<file path="src/rtl/wb_arbiter.sv">
// wb_arbiter: writeback arbiter merging pipeline and long-latency results.
// Optional macro WB_BYPASS_EN: LL result skips an empty FIFO when pipe idle.
//
// Ports:
//   clk, rst                  clock, async active-high reset
//   wb_valid/wb_rd/wb_data    pipeline result (never stalled)
//   ll_valid/ll_ready         LL result handshake
//   ll_rd/ll_data             LL result payload
//   iss_valid/iss_rd          LL issue, marks iss_rd pending
//   chk_rs1/chk_rs2/chk_rd    decode operands checked for hazards
//   hazard                    combinational scoreboard hit
//   WE3/AD3/WD3               registered register file write port
module wb_arbiter #(
  parameter int ADDRESS_WIDTH = 5,
  parameter int DATA_WIDTH    = 32,
  parameter int LL_DEPTH      = 2
) (
  input  logic                     clk,
  input  logic                     rst,
  input  logic                     wb_valid,
  input  logic [ADDRESS_WIDTH-1:0] wb_rd,
  input  logic [DATA_WIDTH-1:0]    wb_data,
  input  logic                     ll_valid,
  output logic                     ll_ready,
  input  logic [ADDRESS_WIDTH-1:0] ll_rd,
  input  logic [DATA_WIDTH-1:0]    ll_data,
  input  logic                     iss_valid,
  input  logic [ADDRESS_WIDTH-1:0] iss_rd,
  input  logic [ADDRESS_WIDTH-1:0] chk_rs1,
  input  logic [ADDRESS_WIDTH-1:0] chk_rs2,
  input  logic [ADDRESS_WIDTH-1:0] chk_rd,
  output logic                     hazard,
  output logic                     WE3,
  output logic [ADDRESS_WIDTH-1:0] AD3,
  output logic [DATA_WIDTH-1:0]    WD3
);

  localparam int NREG = 2 ** ADDRESS_WIDTH;
  localparam int PW   = (LL_DEPTH > 1) ? $clog2(LL_DEPTH) : 1;
  localparam int CW   = $clog2(LL_DEPTH + 1);
  localparam logic [PW-1:0] PLAST = PW'(LL_DEPTH - 1);
  localparam logic [CW-1:0] CFULL = CW'(LL_DEPTH);

  logic [ADDRESS_WIDTH-1:0] mem_rd_q [LL_DEPTH];
  logic [DATA_WIDTH-1:0]    mem_dat_q [LL_DEPTH];

  logic [PW-1:0] wr_ptr_q, wr_ptr_d;
  logic [PW-1:0] rd_ptr_q, rd_ptr_d;
  logic [CW-1:0] cnt_q, cnt_d;

  logic [NREG-1:0] pend_q, pend_d;

  logic                     we_q, we_d;
  logic [ADDRESS_WIDTH-1:0] ad_q, ad_d;
  logic [DATA_WIDTH-1:0]    wd_q, wd_d;
  // tag: 1 when the held write came from the LL path
  logic                     tag_q, tag_d;

  logic empty;
  logic sel_pipe;
  logic sel_fifo;
  logic sel_byp;
  logic push;
  logic pop;

  assign empty    = (cnt_q == '0);
  assign ll_ready = (cnt_q != CFULL);

  assign sel_pipe = wb_valid;
  assign sel_fifo = !wb_valid && !empty;
`ifdef WB_BYPASS_EN
  assign sel_byp  = !wb_valid && empty && ll_valid;
`else
  assign sel_byp  = 1'b0;
`endif

  assign pop  = sel_fifo;
  // ll_ready already blocks pushes into a full FIFO
  assign push = ll_valid && ll_ready && !sel_byp;

  assign hazard = pend_q[chk_rs1] | pend_q[chk_rs2] | pend_q[chk_rd];

  assign WE3 = we_q;
  assign AD3 = ad_q;
  assign WD3 = wd_q;

  always_comb begin
    we_d  = 1'b0;
    ad_d  = ad_q;
    wd_d  = wd_q;
    tag_d = 1'b0;
    unique case (1'b1)
      sel_pipe: begin
        we_d  = (wb_rd != '0);
        ad_d  = wb_rd;
        wd_d  = wb_data;
        tag_d = 1'b0;
      end
      sel_fifo: begin
        we_d  = (mem_rd_q[rd_ptr_q] != '0);
        ad_d  = mem_rd_q[rd_ptr_q];
        wd_d  = mem_dat_q[rd_ptr_q];
        tag_d = 1'b1;
      end
      sel_byp: begin
        we_d  = (ll_rd != '0);
        ad_d  = ll_rd;
        wd_d  = ll_data;
        tag_d = 1'b1;
      end
      default: begin
        we_d  = 1'b0;
      end
    endcase
  end

  always_comb begin
    wr_ptr_d = wr_ptr_q;
    rd_ptr_d = rd_ptr_q;
    cnt_d    = cnt_q;
    if (push) begin
      wr_ptr_d = (wr_ptr_q == PLAST) ? '0 : wr_ptr_q + 1'b1;
    end
    if (pop) begin
      rd_ptr_d = (rd_ptr_q == PLAST) ? '0 : rd_ptr_q + 1'b1;
    end
    case ({push, pop})
      2'b10:   cnt_d = cnt_q + 1'b1;
      2'b01:   cnt_d = cnt_q - 1'b1;
      default: cnt_d = cnt_q;
    endcase
  end

  // Clear happens on the edge the LL write retires; set is applied last
  // so a same-cycle reissue keeps the register pending.
  always_comb begin
    pend_d = pend_q;
    if (we_q && tag_q) begin
      pend_d[ad_q] = 1'b0;
    end
    if (iss_valid) begin
      pend_d[iss_rd] = 1'b1;
    end
    pend_d[0] = 1'b0;
  end

  always_ff @(posedge clk) begin
    if (push) begin
      mem_rd_q[wr_ptr_q]  <= ll_rd;
      mem_dat_q[wr_ptr_q] <= ll_data;
    end
  end

  always_ff @(posedge clk or posedge rst) begin
    if (rst) begin
      wr_ptr_q <= '0;
      rd_ptr_q <= '0;
      cnt_q    <= '0;
      pend_q   <= '0;
      we_q     <= 1'b0;
      ad_q     <= '0;
      wd_q     <= '0;
      tag_q    <= 1'b0;
    end else begin
      wr_ptr_q <= wr_ptr_d;
      rd_ptr_q <= rd_ptr_d;
      cnt_q    <= cnt_d;
      pend_q   <= pend_d;
      we_q     <= we_d;
      ad_q     <= ad_d;
      wd_q     <= wd_d;
      tag_q    <= tag_d;
    end
  end

endmodule

</file>
<file path="config.mk">
export PLATFORM = sky130hd
export DESIGN_NAME = wb_arbiter
export DESIGN_NICKNAME = d
export VERILOG_FILES = /design/src/rtl/wb_arbiter.sv
export SDC_FILE = /design/constraint.sdc
export NUM_CORES = 1
export LEC_CHECK = 0
export BUFFER_PORTS_ARGS = -buffer_cell sky130_fd_sc_hd__buf_2
export CAP_MARGIN = 40
export CORE_MARGIN = 3
export CORE_UTILIZATION = 41
export CTS_BUF_LIST = sky130_fd_sc_hd__clkbuf_8 sky130_fd_sc_hd__clkbuf_16
export CTS_CLUSTER_DIAMETER = 80
export DETAILED_ROUTE_END_ITERATION = 10
export REMOVE_ABC_BUFFERS = 1
export SLEW_MARGIN = 20
export SYNTH_ARGS = -nofsm -noshare
export SYNTH_HDL_FRONTEND = slang
export SYNTH_SLANG_ARGS = --single-unit
</file>
<file path="constraint.sdc">
create_clock -name clk -period 3.7 [get_ports clk]
set_input_delay 0.74 -clock clk [delete_from_list [all_inputs] [get_ports clk]]
set_output_delay 0.74 -clock clk [all_outputs]
set_load 0.01 [all_outputs]
</file>
==> out/results.ini <==
[sta]
hold-worst-slack_ps = 417
layout_setup_ws_ps = 533
finalSetupViolations = 0
worst_pin_slew_ps = 710
hold_violations = 0
rsz0062_at_grt = false
fin_setup_tns_ps = 0
fin_crit_ps = 3170
maxSlewViolCount = 0
finalCritPeriodShare_pct = 85.6
finalClockSkew_ps = 6.87
slew_headroom_pct = 51.4
fmax_ghz = 0.316

[grt]
grt_pass1_vias = 5254
grt_pass1_wl_um = 28300
antenna_found_initial = 4
grt_max_degree = 76
grt-ovfl-total = 0
grt.total_usage_pct = 20.2

[cells_and_area]
finish.net_count = 795
area_delta_synth_final_pct = 23.0
design_area_um2 = 8270
final_cell_mix = 138 x buf_2, 105 x o21ai_0, 74 x edfxtp_1
final_common_cell = buf_2
drive_above_1_share_pct = 28.1
fill_cells = 1432

[drt]
vias = 5082
firstDrtPassIters = 5
drt-vias-per-instance = 5.49
drcViolationCount = 0
ant_nets = 0
wire_per_inst_um = 19.2
drt_iter0_drc = 418
drt_wl_total_um = 17800

[cts]
htree_levels = 4
postCtsSetupBuffers = 0
clk_latency_ps = 410
numClockSinks = 148
clk_path_buf_depth = 2
cts_tree = yes
clk_pin_slew_ps = 60
root_buffer = clkbuf_16
cts_buffers = 17
cts.repair.resized = 0
postCtsHoldBufs = 0

[worst_setup_path]
arrival_ps = 2430
cp.required_ps = 2960
path_class = input port to primary output
r2r_cells = 4
path_buf_inv = 2
critPathMaxStageDelay_ps = 370
crit_family = simple AND/OR/NAND/NOR gates
r2r-start = cnt_q[0]
r2r_end = mem_rd_q[0][2]
cp-end-kind = primary output
critPathMostFrequentCell = buf_2
crit_cells = 7
cp-startpoint = chk_rd[2]
endpoint = hazard
crit_fanout = 11
cp_cell_sequence = buf_2 > mux2_1 > a221o_1 > and3_1 > nor4_1 > nand4b_1 > buf_2
r2r_slack_ps = 1980
critPathSlowestCell = a221o_1
start_kind = input port

[placement]
gp_congestion = 0.916
placed_area_um2 = 7640
hpwl_um = 12600
dp_slack_ps = 528
port_buffers = 138

[floorplan]
dieArea_um2 = 18000
initial_core_util_pct = 42.2
die_h_um = 134
pin_count = 139
coreArea_um2 = 15900
die_w_um = 134
rows = 46

[logic_synthesis]
synth-seq-cells = 148
yosysWarnings = 0
synth.distinct_cells = 47
seq_area_frac_synth_pct = 60.6
synthFlopType = edfxtp_1
syn_area_per_cell_um2 = 12.0
synth_edf_count = 74
syn-cell-area_um2 = 6720
async_reset_ff_share_pct = 50.0
yosys.area.top_type = edfxtp_1
synth_top_cells_by_area = edfxtp_1 33%, dfrtp_1 28%, o21ai_0 7.8%
synthDominantCellAreaShare_pct = 33.1
synthCells = 561

[power_and_ir_drop]
p_total_mw = 6.25
peakVddDrop_mv = 0.386
p_leak_nw = 3.33
powerDensity_nw_per_um2 = 756

[job]
cap_violations = 0

[outcome]
outcome = complete, no violations

[min_path]
hold_path.class = input port to async pin

Yosys cell counts, types with 2 or more instances:
cell       number
a2111oi_0       3
xor2_1          2
mux4_2         13
mux2i_1        42
a22oi_1         2
nor2_1         48
xnor2_1         3
o22ai_1         3
buf_2           6
nand4_1         2
mux2_1          7
inv_1           3
and3_1          5
nand4b_1        5
edfxtp_1       74
clkbuf_1       17
nor4_1          2
nor4b_1         2
nor2b_1         5
or3_1           3
nand3b_1        8
buf_6           4
o21ai_0       105
a21oi_1        33
nand2_1        55
nand2b_1        3
dfrtp_1        74
buf_1           4
mux2_2          4
mux4_1          2
nand3_1         4
nor3b_1         2
nor3_1          2
report_power, final:
| part | switching, mW | internal (mW) |
|---|---|---|
| Clock | 0.645 | 1.05 |
| Sequential | 0.477 | 2.26 |
| Combinational | 0.996 | 0.822 |
| Total | 2.12 | 4.13 |
per-layer routing:
layer	GRT usage, %	wire length (um)	part of all wire (%)
met5	0	30	0.17
met4	5.94	263	1.5
met1	25.1	7180	40
met2	33.4	8770	49
met3	7.58	1560	8.7
flip-flops by register name (all words and copies together), names as in the netlist:
name       count
WE3            1
tag_q          1
mem_rd_q      10
rd_ptr_q       1
mem_dat_q     64
AD3            5
WD3           32
cnt_q          2
wr_ptr_q       1
pend_q        31
metrics by stage:
step           util, %  instances
6_report          51.9        925
5_1_grt           51.9        925
4_1_cts           51.7        923
3_5_place_dp      48.0        891
3_3_place_gp      47.7        889
2_1_floorplan        -        529
worst min path at each step:
stage | end | from | slack [ps] | cells past startpoint
floorplan | wr_ptr_q | wr_ptr_q | 460 | 1
global placement | wr_ptr_q | wr_ptr_q | 530 | 1
detailed placement | wr_ptr_q | wr_ptr_q | 550 | 1
global route | WD3[9] | rst | 460 | 2
finish | WD3[4] | rst | 420 | 2
CTS | WD3[27] | rst | 440 | 2
worst register-to-register path, delay by kind of cell, from the launching register on:
kind,cells,cell delay (ps)
flip-flops,1,470
buffers and inverters,1,250
AND/OR/NAND/NOR,3,700
layout make-up:
| cell class | count | area (um2) | share of cell area (%) |
|---|---|---|---|
| sequential | 148 | 4080 | 49.3 |
| multi-input combinational | 378 | 2490 | 30.1 |
| inverter | 3 | 11.3 | 0.136 |
| timing repair buffer | 147 | 823 | 9.96 |
| clock inverter | 15 | 168 | 2.03 |
| clock buffer | 17 | 425 | 5.15 |
| tap | 216 | 270 | 3.27 |
| antenna | 1 | 2.50 | 0.0303 |
kinds of logic after synthesis:
group                      Yosys count  share of synthesized area, %
DFF                                148                          60.6
AOI/OAI and AO/OA                  152                          11.9
xor gates and xnor gates             5                         0.652
adders and majority gates            1                         0.186
and+or+nand+nor                    152                          10.8
buffers and inverters               35                          2.57
muxes                               68                          13.2
Power figures use the tool's default switching activity.
